--- src/rtl/layer_compositor_if.sv ---
// Pixel-domain bundle between the content generators, the compositor and the DVI transmitter.
// master drives video/layer inputs and reads the composited pixel; slave is the compositor.
interface layer_compositor_if #(
    parameter int NUM_LAYERS = 4,
    parameter int CW         = 8,
    parameter int AW         = 8
);
    logic                         i_de;
    logic                         i_hs;
    logic                         i_vs;
    logic                         i_frame_start;
    logic [NUM_LAYERS*3*CW-1:0]   i_layer_rgb;
    logic [NUM_LAYERS*AW-1:0]     i_layer_alpha;
    logic [NUM_LAYERS-1:0]        i_layer_active;
    logic [NUM_LAYERS-1:0]        i_layer_en;
    logic                         i_fade_req;
    logic                         o_de;
    logic                         o_hs;
    logic                         o_vs;
    logic [CW-1:0]                o_r;
    logic [CW-1:0]                o_g;
    logic [CW-1:0]                o_b;
    logic                         o_swap;
    logic                         o_busy;

    modport master (
        output i_de, i_hs, i_vs, i_frame_start, i_layer_rgb, i_layer_alpha,
               i_layer_active, i_layer_en, i_fade_req,
        input  o_de, o_hs, o_vs, o_r, o_g, o_b, o_swap, o_busy
    );

    modport slave (
        input  i_de, i_hs, i_vs, i_frame_start, i_layer_rgb, i_layer_alpha,
               i_layer_active, i_layer_en, i_fade_req,
        output o_de, o_hs, o_vs, o_r, o_g, o_b, o_swap, o_busy
    );
endinterface

--- src/rtl/layer_compositor.sv ---
// N-layer alpha-blend compositor over a constant background, followed by a frame-paced
// fade gain stage and a fade-out / swap / fade-in sequencer. One pixel per clock, latency N+1.
module layer_compositor #(
    parameter int                NUM_LAYERS = 4,
    parameter int                CW         = 8,
    parameter int                AW         = 8,
    parameter logic [3*CW-1:0]   BG_RGB     = 24'h1A0A2E,
    parameter int                FADE_STEP  = 64
) (
    input  logic                  clk,
    input  logic                  rst,
    layer_compositor_if.slave     px
);

    localparam int             PW    = 3 * CW;
    localparam logic [AW-1:0]  G_MAX = {AW{1'b1}};
    localparam logic [AW-1:0]  STEP  = AW'(FADE_STEP);
    localparam logic [AW:0]    A_ONE = {1'b1, {AW{1'b0}}};

    localparam logic [1:0] S_IDLE     = 2'd0;
    localparam logic [1:0] S_FADE_OUT = 2'd1;
    localparam logic [1:0] S_HOLD     = 2'd2;
    localparam logic [1:0] S_FADE_IN  = 2'd3;

    // Rounding-up of the top code makes alpha=max an exact 2^AW weight.
    function automatic logic [CW-1:0] blend_ch(input logic [CW-1:0] fg,
                                               input logic [CW-1:0] under,
                                               input logic [AW-1:0] alpha);
        logic [AW:0]    a_eff;
        logic [CW+AW:0] acc;
        a_eff = {1'b0, alpha} + {{AW{1'b0}}, alpha[AW-1]};
        acc   = ({{(AW+1){1'b0}}, fg} * {{CW{1'b0}}, a_eff})
              + ({{(AW+1){1'b0}}, under} * {{CW{1'b0}}, (A_ONE - a_eff)});
        return acc[AW +: CW];
    endfunction

    function automatic logic [PW-1:0] blend_px(input logic [PW-1:0] fg,
                                               input logic [PW-1:0] under,
                                               input logic [AW-1:0] alpha);
        logic [PW-1:0] res;
        res = '0;
        for (int c = 0; c < 3; c++) begin
            res[c*CW +: CW] = blend_ch(fg[c*CW +: CW], under[c*CW +: CW], alpha);
        end
        return res;
    endfunction

    function automatic logic [CW-1:0] gain_ch(input logic [CW-1:0] pix,
                                              input logic [AW-1:0] g);
        logic [AW:0]    g_eff;
        logic [CW+AW:0] prod;
        g_eff = {1'b0, g} + {{AW{1'b0}}, g[AW-1]};
        prod  = {{(AW+1){1'b0}}, pix} * {{CW{1'b0}}, g_eff};
        return prod[AW +: CW];
    endfunction

    // Stage k blends layer k; each stage forwards only the layers still above it.
    for (genvar k = 0; k < NUM_LAYERS; k++) begin : g_stage
        localparam int NIN = NUM_LAYERS - k;

        logic [NIN*PW-1:0] rgb_in_s;
        logic [NIN*AW-1:0] alpha_in_s;
        logic [NIN-1:0]    act_in_s;
        logic [NIN-1:0]    en_in_s;
        logic [PW-1:0]     under_s;
        logic              de_in_s;
        logic              hs_in_s;
        logic              vs_in_s;
        logic [PW-1:0]     pix_d;
        logic [PW-1:0]     pix_q;
        logic              de_q;
        logic              hs_q;
        logic              vs_q;

        if (k == 0) begin : g_src
            assign rgb_in_s   = px.i_layer_rgb;
            assign alpha_in_s = px.i_layer_alpha;
            assign act_in_s   = px.i_layer_active;
            assign en_in_s    = px.i_layer_en;
            assign under_s    = BG_RGB;
            assign de_in_s    = px.i_de;
            assign hs_in_s    = px.i_hs;
            assign vs_in_s    = px.i_vs;
        end else begin : g_src
            assign rgb_in_s   = g_stage[k-1].g_carry.rgb_q;
            assign alpha_in_s = g_stage[k-1].g_carry.alpha_q;
            assign act_in_s   = g_stage[k-1].g_carry.act_q;
            assign en_in_s    = g_stage[k-1].g_carry.en_q;
            assign under_s    = g_stage[k-1].pix_q;
            assign de_in_s    = g_stage[k-1].de_q;
            assign hs_in_s    = g_stage[k-1].hs_q;
            assign vs_in_s    = g_stage[k-1].vs_q;
        end

        // Blend this stage's layer over the incoming pixel when it is active and enabled.
        always_comb begin
            pix_d = under_s;
            if (act_in_s[0] && en_in_s[0]) begin
                pix_d = blend_px(rgb_in_s[PW-1:0], under_s, alpha_in_s[AW-1:0]);
            end else begin
                pix_d = under_s;
            end
        end

        // Pixel and sync pipeline register for this stage.
        always_ff @(posedge clk) begin
            if (rst) begin
                pix_q <= '0;
                de_q  <= 1'b0;
                hs_q  <= 1'b0;
                vs_q  <= 1'b0;
            end else begin
                pix_q <= pix_d;
                de_q  <= de_in_s;
                hs_q  <= hs_in_s;
                vs_q  <= vs_in_s;
            end
        end

        if (NIN > 1) begin : g_carry
            logic [(NIN-1)*PW-1:0] rgb_q;
            logic [(NIN-1)*AW-1:0] alpha_q;
            logic [NIN-2:0]        act_q;
            logic [NIN-2:0]        en_q;

            // Carry the not-yet-blended layers alongside their pixel.
            always_ff @(posedge clk) begin
                if (rst) begin
                    rgb_q   <= '0;
                    alpha_q <= '0;
                    act_q   <= '0;
                    en_q    <= '0;
                end else begin
                    rgb_q   <= rgb_in_s[NIN*PW-1:PW];
                    alpha_q <= alpha_in_s[NIN*AW-1:AW];
                    act_q   <= act_in_s[NIN-1:1];
                    en_q    <= en_in_s[NIN-1:1];
                end
            end
        end
    end

    logic [1:0]    state_q, state_d;
    logic [AW-1:0] gain_q, gain_d;
    logic          swap_q, swap_d;
    logic          busy_q, busy_d;

    // Fade sequencer: gain only moves on frame_start, using the state held before that edge.
    always_comb begin
        state_d = state_q;
        gain_d  = gain_q;
        swap_d  = 1'b0;
        case (state_q)
            S_IDLE: begin
                gain_d = G_MAX;
                if (px.i_fade_req) begin
                    state_d = S_FADE_OUT;
                end else begin
                    state_d = S_IDLE;
                end
            end
            S_FADE_OUT: begin
                if (px.i_frame_start) begin
                    if (gain_q > STEP) begin
                        gain_d = gain_q - STEP;
                    end else begin
                        gain_d  = {AW{1'b0}};
                        state_d = S_HOLD;
                    end
                end else begin
                    gain_d = gain_q;
                end
            end
            S_HOLD: begin
                if (px.i_frame_start) begin
                    swap_d  = 1'b1;
                    state_d = S_FADE_IN;
                end else begin
                    state_d = S_HOLD;
                end
            end
            S_FADE_IN: begin
                // A new request reverses direction from wherever the gain currently is.
                if (px.i_fade_req) begin
                    state_d = S_FADE_OUT;
                end else if (px.i_frame_start) begin
                    if ((G_MAX - gain_q) > STEP) begin
                        gain_d = gain_q + STEP;
                    end else begin
                        gain_d  = G_MAX;
                        state_d = S_IDLE;
                    end
                end else begin
                    gain_d = gain_q;
                end
            end
            default: begin
                state_d = S_IDLE;
                gain_d  = G_MAX;
            end
        endcase
        busy_d = (state_d != S_IDLE);
    end

    // Fade sequencer state, gain and handshake registers.
    always_ff @(posedge clk) begin
        if (rst) begin
            state_q <= S_IDLE;
            gain_q  <= G_MAX;
            swap_q  <= 1'b0;
            busy_q  <= 1'b0;
        end else begin
            state_q <= state_d;
            gain_q  <= gain_d;
            swap_q  <= swap_d;
            busy_q  <= busy_d;
        end
    end

    logic [PW-1:0] last_pix_s;
    logic          last_de_s;
    logic [CW-1:0] r_d, g_d, b_d;
    logic [CW-1:0] r_q, g_q, b_q;
    logic          de_q, hs_q, vs_q;

    assign last_pix_s = g_stage[NUM_LAYERS-1].pix_q;
    assign last_de_s  = g_stage[NUM_LAYERS-1].de_q;

    // Gain stage; blanking forces black.
    always_comb begin
        r_d = '0;
        g_d = '0;
        b_d = '0;
        if (last_de_s) begin
            r_d = gain_ch(last_pix_s[2*CW +: CW], gain_q);
            g_d = gain_ch(last_pix_s[CW +: CW], gain_q);
            b_d = gain_ch(last_pix_s[0 +: CW], gain_q);
        end else begin
            r_d = '0;
            g_d = '0;
            b_d = '0;
        end
    end

    // Output register stage.
    always_ff @(posedge clk) begin
        if (rst) begin
            r_q  <= '0;
            g_q  <= '0;
            b_q  <= '0;
            de_q <= 1'b0;
            hs_q <= 1'b0;
            vs_q <= 1'b0;
        end else begin
            r_q  <= r_d;
            g_q  <= g_d;
            b_q  <= b_d;
            de_q <= last_de_s;
            hs_q <= g_stage[NUM_LAYERS-1].hs_q;
            vs_q <= g_stage[NUM_LAYERS-1].vs_q;
        end
    end

    assign px.o_r    = r_q;
    assign px.o_g    = g_q;
    assign px.o_b    = b_q;
    assign px.o_de   = de_q;
    assign px.o_hs   = hs_q;
    assign px.o_vs   = vs_q;
    assign px.o_swap = swap_q;
    assign px.o_busy = busy_q;

endmodule

--- src/flat_wrapper.sv ---
// flat-port wrapper written by rule: the top's interface ports become plain ports
module layer_compositor_flat 
#(
    parameter int                NUM_LAYERS = 4,
    parameter int                CW         = 8,
    parameter int                AW         = 8,
    parameter logic [3*CW-1:0]   BG_RGB     = 24'h1A0A2E,
    parameter int                FADE_STEP  = 64
)
  (clk, rst, px_i_de, px_i_hs, px_i_vs, px_i_frame_start, px_i_layer_rgb, px_i_layer_alpha, px_i_layer_active, px_i_layer_en, px_i_fade_req, px_o_de, px_o_hs, px_o_vs, px_o_r, px_o_g, px_o_b, px_o_swap, px_o_busy);
  layer_compositor_if #(.NUM_LAYERS(NUM_LAYERS), .CW(CW), .AW(AW)) px_i ();
  input  logic clk;
  input  logic rst;
  input wire logic [$bits(px_i.i_de)-1:0] px_i_de;
  input wire logic [$bits(px_i.i_hs)-1:0] px_i_hs;
  input wire logic [$bits(px_i.i_vs)-1:0] px_i_vs;
  input wire logic [$bits(px_i.i_frame_start)-1:0] px_i_frame_start;
  input wire logic [$bits(px_i.i_layer_rgb)-1:0] px_i_layer_rgb;
  input wire logic [$bits(px_i.i_layer_alpha)-1:0] px_i_layer_alpha;
  input wire logic [$bits(px_i.i_layer_active)-1:0] px_i_layer_active;
  input wire logic [$bits(px_i.i_layer_en)-1:0] px_i_layer_en;
  input wire logic [$bits(px_i.i_fade_req)-1:0] px_i_fade_req;
  output wire logic [$bits(px_i.o_de)-1:0] px_o_de;
  output wire logic [$bits(px_i.o_hs)-1:0] px_o_hs;
  output wire logic [$bits(px_i.o_vs)-1:0] px_o_vs;
  output wire logic [$bits(px_i.o_r)-1:0] px_o_r;
  output wire logic [$bits(px_i.o_g)-1:0] px_o_g;
  output wire logic [$bits(px_i.o_b)-1:0] px_o_b;
  output wire logic [$bits(px_i.o_swap)-1:0] px_o_swap;
  output wire logic [$bits(px_i.o_busy)-1:0] px_o_busy;
  assign px_i.i_de = px_i_de;
  assign px_i.i_hs = px_i_hs;
  assign px_i.i_vs = px_i_vs;
  assign px_i.i_frame_start = px_i_frame_start;
  assign px_i.i_layer_rgb = px_i_layer_rgb;
  assign px_i.i_layer_alpha = px_i_layer_alpha;
  assign px_i.i_layer_active = px_i_layer_active;
  assign px_i.i_layer_en = px_i_layer_en;
  assign px_i.i_fade_req = px_i_fade_req;
  assign px_o_de = px_i.o_de;
  assign px_o_hs = px_i.o_hs;
  assign px_o_vs = px_i.o_vs;
  assign px_o_r = px_i.o_r;
  assign px_o_g = px_i.o_g;
  assign px_o_b = px_i.o_b;
  assign px_o_swap = px_i.o_swap;
  assign px_o_busy = px_i.o_busy;
  layer_compositor #(.NUM_LAYERS(NUM_LAYERS), .CW(CW), .AW(AW), .BG_RGB(BG_RGB), .FADE_STEP(FADE_STEP)) u_core (.clk(clk), .rst(rst), .px(px_i));
endmodule
--- config.mk ---
export PLATFORM = sky130hd
export DESIGN_NAME = layer_compositor_flat
export DESIGN_NICKNAME = d
export VERILOG_FILES = /design/src/rtl/layer_compositor_if.sv /design/src/rtl/layer_compositor.sv /design/src/flat_wrapper.sv
export SDC_FILE = /design/constraint.sdc
export NUM_CORES = 2
export LEC_CHECK = 0
export CORE_ASPECT_RATIO = 0.9
export CORE_MARGIN = 4
export CORE_UTILIZATION = 55
export DETAILED_ROUTE_END_ITERATION = 10
export PLACE_DENSITY = 0.77
export SLEW_MARGIN = 10
export SYNTH_ARGS = -nofsm -noshare
export SYNTH_HDL_FRONTEND = slang
export SYNTH_SLANG_ARGS = --single-unit
--- constraint.sdc ---
create_clock -name clk -period 8.2 [get_ports clk]
set_input_delay 0.82 -clock clk [delete_from_list [all_inputs] [get_ports clk]]
set_output_delay 0.82 -clock clk [all_outputs]
set_load 0.02 [all_outputs]
After elaboration in Yosys (flattened, before gate mapping)

Index checks and enable logic that the tools add are counted.

Bits in registers: 351
Input port bits: 143
Output and inout bits: 29
Logic and storage cells: 131

Add/subtract/negate cells: 24
$mul: 27
$lt $le $gt $ge: 2
Equality and inequality tests: 6
Multiplexer cells: 19
Bitwise logic cells: 3
Reduce and logical (&&, ||, !) cells: 11

Operator list:

| cell                                                | count |
|---|---|
| multiplier 8 x 9 -> 16 bit                          | 24 |
| adder 16 bit                                        | 11 |
| two-way mux 24 bit                                  | 3 |
| adder 8 x 1 -> 9 bit                                | 5 |
| two-way mux 8 bit                                   | 5 |
| subtractor 9 bit (first input constant)             | 4 |
| case mux 8 bit (3 select lines)                     | 1 |
| two-way mux 21 bit                                  | 1 |
| adder 16 x 14 -> 16 bit                             | 1 |
| > comparator 8 x 7 -> 1 bit (second input constant) | 2 |
| multiplier 5 x 9 -> 14 bit (first input constant)   | 1 |
| multiplier 4 x 9 -> 13 bit (first input constant)   | 1 |
| multiplier 3 x 9 -> 12 bit (first input constant)   | 1 |
| two-way mux 2 bit                                   | 5 |
| adder 8 x 7 -> 8 bit (second input constant)        | 1 |
| case mux 2 bit (4 select lines)                     | 1 |
| subtractor 8 x 7 -> 8 bit (second input constant)   | 1 |
| subtractor 8 bit (first input constant)             | 1 |
| != test 2 bit (second input constant)               | 3 |
| OR reduction 2 bit                                  | 3 |
| equality test 2 bit (second input constant)         | 2 |
| logical AND 1 bit                                   | 4 |
| AND reduction 4 bit                                 | 1 |
| two-way mux 1 bit                                   | 3 |
| 5 further kinds                                     | 7 |

Longest topological paths before layout

Word-level depth: 7
Depth in mapped cells: 32
Mapped depth without buffers: 31

Worst setup path before layout

No wires, ideal clock.

Kind: input to register
From: input px_i_layer_alpha[0]
To: register u_core.g_stage[0].pix_q[5]
Library setup time: 0.132 ns
Data arrival time: 7.779 ns
Required time: 8.068 ns
Path slack: 0.288 ns
Stages on the path: 29
Path buffers: 1
Path through: ha_1 > ha_1 > clkbuf_1 > inv_1 > ha_1 > xnor3_1 > ha_1 > inv_1 > fa_1 > fa_1 > inv_1 > ha_1 > o41ai_2 > o21bai_1 > xnor2_1 > fa_1 > inv_1 > fa_1 > inv_1 > fa_1 > fa_1 > inv_1 > ha_1 > nor3_1 > nor2_1 > nand3_1 > a31oi_1 > nand2b_1 > a21oi_1

Word-level cells in the longest chain between the ends: 5
Elaborated cells on any way between the ends: 6
Those cells by class: add/sub: 3; mul: 2; mux: 1

RTL lines:

| element                    | RTL line                | RTL |
|---|---|---|
| from (decl)                | flat_wrapper.sv:19      | `input wire logic [$bits(px_i.i_layer_alpha)-1:0] px_i_layer_alpha;` |
| adder 8 x 1 -> 9 bit *     | layer_compositor.sv:31  | `a_eff = {1'b0, alpha} + {{AW{1'b0}}, alpha[AW-1]};` |
| subtractor 9 bit           | layer_compositor.sv:33  | `+ ({{(AW+1){1'b0}}, under} * {{CW{1'b0}}, (A_ONE - a_eff)});` |
| multiplier 5 x 9 -> 14 bit | layer_compositor.sv:33  |  |
| adder 16 bit *             | layer_compositor.sv:33  |  |
| two-way mux 21 bit *       | layer_compositor.sv:98  | `if (act_in_s[0] && en_in_s[0]) begin` |
| to (signal assigned)       | layer_compositor.sv:113 | `pix_q <= pix_d;` |
| to (decl)                  | layer_compositor.sv:70  | `logic [PW-1:0] pix_q;` |

Mark *: on every way between the ends. The rest lies on a longest branch, timed or not.
A chain may end at the register's enable or synchronous reset.

Worst setup path after layout

From: register u_core.g_stage[0].g_carry.alpha_q[7]
To: register u_core.g_stage[1].pix_q[23]

Word-level cells in the longest chain between the ends: 5
Elaborated cells on any way between the ends: 6
Those cells by class: add/sub: 3; mul: 2; mux: 1

RTL lines:

| element                    | RTL line                | RTL |
|---|---|---|
| from (decl)                | layer_compositor.sv:122 | `logic [(NIN-1)*AW-1:0] alpha_q;` |
| from (signal assigned)     | layer_compositor.sv:135 | `alpha_q <= alpha_in_s[NIN*AW-1:AW];` |
| adder 8 x 1 -> 9 bit *     | layer_compositor.sv:31  |  |
| subtractor 9 bit           | layer_compositor.sv:33  |  |
| multiplier 8 x 9 -> 16 bit | layer_compositor.sv:33  |  |
| adder 16 bit *             | layer_compositor.sv:33  |  |
| two-way mux 24 bit *       | layer_compositor.sv:98  |  |
| to (signal assigned)       | layer_compositor.sv:113 |  |
| to (decl)                  | layer_compositor.sv:70  |  |

Marks and branches as above.

==> flow_summary.yaml <==
cts:
  clock_tree.buffer_depth: 3
  clock_sinks: 346
  clock_latency_ns: 0.66
  post_cts_buffers: 0
  numCtsBuffers: 43
  cts_root_buf: "clkbuf_16"
  cts-hold-fix-buffers: 0
  htreeDepth: 2
  cts_resized: 0
  cts_tree: "done"
  clkTransAtPathRegs_ns: 0.06
setup_path:
  crit_path_max_fanout: 23
  r2r_cells: 26
  setup.worst_path.end: "u_core.g_stage[1].pix_q[23]$_SDFF_PP0_"
  r2r_start: "u_core.g_stage[0].g_carry.alpha_q[7]$_SDFF_PP0_"
  worstSetupPathType: "flip-flop to flip-flop"
  required_ns: 8.69
  crit_path_start: "u_core.g_stage[0].g_carry.alpha_q[7]$_SDFF_PP0_"
  critPathCaptureType: "flip-flop"
  r2r_slack_ns: 0.26
  cp_slowest_stage_delay_ns: 0.53
  path_common_cell: "fa_1"
  start_kind: "flip-flop"
  critPathArrivalTime_ns: 8.43
  timing.rr.end: "u_core.g_stage[1].pix_q[23]$_SDFF_PP0_"
  slowest_stage: "fa_1"
placed_design:
  dp_hpwl_um: 127800
  dp_slack_ns: -0.1351
  port_buffers: 171
  gp_congestion: 0.9197
synth:
  synth_top_area_share: 0.3767
  yosys_warnings: 0
  yosysTopAreaCell: "fa_1"
  postSynthCellCount: 7321
  ys_ff_latch: 346
  ys_seq_area_frac: 0.1053
  syn_nets: 9469
  yosys-top-cells-count: "inv_1 (1627), fa_1 (1238), nand2_1 (875)"
  synth_cell_types: 79
  synth_area_leaders: "fa_1 (38%), ha_1 (15%), dfxtp_1 (11%)"
  postSynthAreaPerCell_um2: 8.986
  synth_ff_type: "dfxtp_1"
  synth-edff-count: 0
  yosys.cell_count.top_type: "inv_1"
  async_flop_share: 0
  syn-cell-area_um2: 65790
final_layout:
  final_util: 0.5974
  fill_cells: 9930
  drive_gt1_frac: 0.03745
  final_nets: 9482
  area_delta_synth_final_pct: 7.988
sta:
  maxSlewViolCount: 0
  finalHoldViolations: 0
  layout_setup_ws_ns: 0.2604
  fmax_mhz: 126.0
  finalCriticalPeriod_ns: 7.940
  worst_slew_pin_slew_ns: 1.155
  setup-violations-final: 0
  final.setup.tns_ns: 0
  relSlewSlack: 0.2297
  clock-skew-final_ns: 0.03081
  finalCritPeriodShare: 0.9682
floorplan:
  floorplan.core_area_um2: 118900
  placementRows: 120
  die_w_um: 372.6
  die-height_um: 336.1
  io_pins: 172
  start_util: 0.5532
  dieArea_um2: 125200
global_route:
  grt_usage: 0.2684
  grt_overflow_total: 0
  grt_pass1_vias: 53020
  antenna_found_initial: 15
  grt_max_degree: 93
  grt_pass1_wl_um: 269600
job:
  cap_violations: 0
status:
  outcome: "complete, no violations"
route:
  wl_per_cell_um: 17.90
  first_pass_iters: 7
  drt_iter0_markers: 2939
  vias_per_cell: 5.377
  vias: 48190
  drcViolationCount: 0
  finalWirelength_um: 160400
  ant_nets: 0
power:
  power_leakage_nw: 36.10
  powerDensity_nw_per_um2: 247.7
  ir_drop_v: 0.0003717
worst_hold_path:
  hold_class: "flip-flop to flip-flop"
  hold_depth: 1
## per-layer routing
layer | GRT usage | vias up | share of wire
li1 | - | 21780 | -
met1 | 0.3644 | 24260 | 0.42
met2 | 0.4374 | 1812 | 0.46
met3 | 0.04902 | 318 | 0.088
met4 | 0.08687 | 10 | 0.032
met5 | 0 | - | 0.00037
## how the worst min path moves through the flow
stage,endpoint,startpoint
floorplan,u_core.g_stage[1].de_q$_SDFF_PP0_,u_core.g_stage[0].de_q$_SDFF_PP0_
finish,u_core.g_stage[3].hs_q$_SDFF_PP0_,u_core.g_stage[2].hs_q$_SDFF_PP0_
global route,u_core.g_stage[3].hs_q$_SDFF_PP0_,u_core.g_stage[2].hs_q$_SDFF_PP0_
global placement,u_core.g_stage[2].hs_q$_SDFF_PP0_,u_core.g_stage[1].hs_q$_SDFF_PP0_
CTS,u_core.g_stage[3].hs_q$_SDFF_PP0_,u_core.g_stage[2].hs_q$_SDFF_PP0_
detailed placement,u_core.g_stage[1].g_carry.rgb_q[30]$_SDFF_PP0_,u_core.g_stage[0].g_carry.rgb_q[54]$_SDFF_PP0_
## logic make-up (layout without fill, tap and decap cells)
| group | Yosys count | after routing | synth area share |
|---|---|---|---|
| simple gates | 2375 | 2375 | 0.1871 |
| fa+ha+maj | 2005 | 2005 | 0.5226 |
| buf+inv | 1949 | 1997 | 0.1117 |
| compound gates | 383 | 383 | 0.03713 |
| flops | 346 | 346 | 0.1053 |
| xor+xnor | 253 | 253 | 0.03463 |
| mux | 10 | 10 | 0.001522 |
| other cells | 0 | 6 | 0 |
## cells in the final DEF (no fill, tap or decap), types with 10 or more instances in the layout
master | synthesis | layout
inv_1 | 1627 | 1627
fa_1 | 1238 | 1238
nand2_1 | 875 | 875
ha_1 | 767 | 765
and2_1 | 713 | 713
nor2b_1 | 372 | 372
dfxtp_1 | 346 | 346
clkdlybuf4s50_1 | 0 | 170
xnor2_1 | 189 | 169
a21oi_1 | 156 | 153
nor2_1 | 116 | 115
buf_4 | 3 | 115
nand3_1 | 71 | 70
nor3_1 | 61 | 61
xor2_1 | 59 | 48
o21ai_0 | 48 | 47
clkbuf_16 | 0 | 43
nand2b_1 | 33 | 33
and3_1 | 32 | 32
nand4_1 | 24 | 24
a211oi_1 | 24 | 23
a21o_1 | 21 | 21
o21bai_1 | 21 | 21
xnor2_2 | 1 | 17
a31oi_1 | 17 | 17
or2_2 | 15 | 15
o211ai_1 | 14 | 14
nor4_1 | 12 | 12
or3_1 | 12 | 12
xor2_2 | 0 | 10
mux2i_1 | 10 | 10
inv_6 | 0 | 10
## metrics by stage
step                      hold WS [ns]  cells  instance area (µm²)  total power, mW
after floorplan                 0.4138   7321                65790            12.11
after global placement          0.4158   8875                69370            14.82
after detailed placement        0.4204   8875                69370            15.45
after CTS                       0.4237   8955                70880            17.68
after global routing            0.4463   8956                71030            19.83
final                           0.4255   8961                71040            17.60
## final cells by class
type	count	area (µm²)	share of cell area
Clock buffer	49	1139	0.01603
Timing Repair Buffer	290	2643	0.03720
Antenna cell	6	15.01	0.0002113
Tap cell	1586	1984	0.02793
Sequential cell	346	6927	0.09750
Inverter	1627	6107	0.08596
Multi-Input combinational cell	5026	51850	0.7299
Clock inverter	31	376.6	0.005301
## where the power goes
part	switching (mW)	internal (mW)
Combinational	7.38	5.84
Clock	0.898	1.19
Sequential	0.461	1.84
## sequential cells by signal (all words and copies together), names as in the netlist, 2 cells and up
name	count
u_core.state_q	2
u_core.g_stage.vs_q	4
u_core.g_stage.g_carry.en_q	6
u_core.g_stage.hs_q	4
u_core.g_stage.pix_q	96
u_core.g_stage.de_q	4
u_core.g_stage.g_carry.act_q	6
u_core.px.o_b	8
u_core.g_stage.g_carry.rgb_q	144
u_core.gain_q	3
u_core.px.o_g	8
u_core.g_stage.g_carry.alpha_q	48
u_core.px.o_r	8
## worst max-delay path, delay by kind of cell, from the launching register on
family / cells / cell delay [ns]
DFF: 1 / 0.37
adders and majority gates: 9 / 3.75
buffers and inverters: 4 / 0.36
xor gates and xnor gates: 1 / 0.31
AOI/OAI and AO/OA: 5 / 1.45
and+or+nand+nor: 5 / 1.12
muxes: 2 / 0.44
No activity file was read; power rests on OpenSTA's default activity.
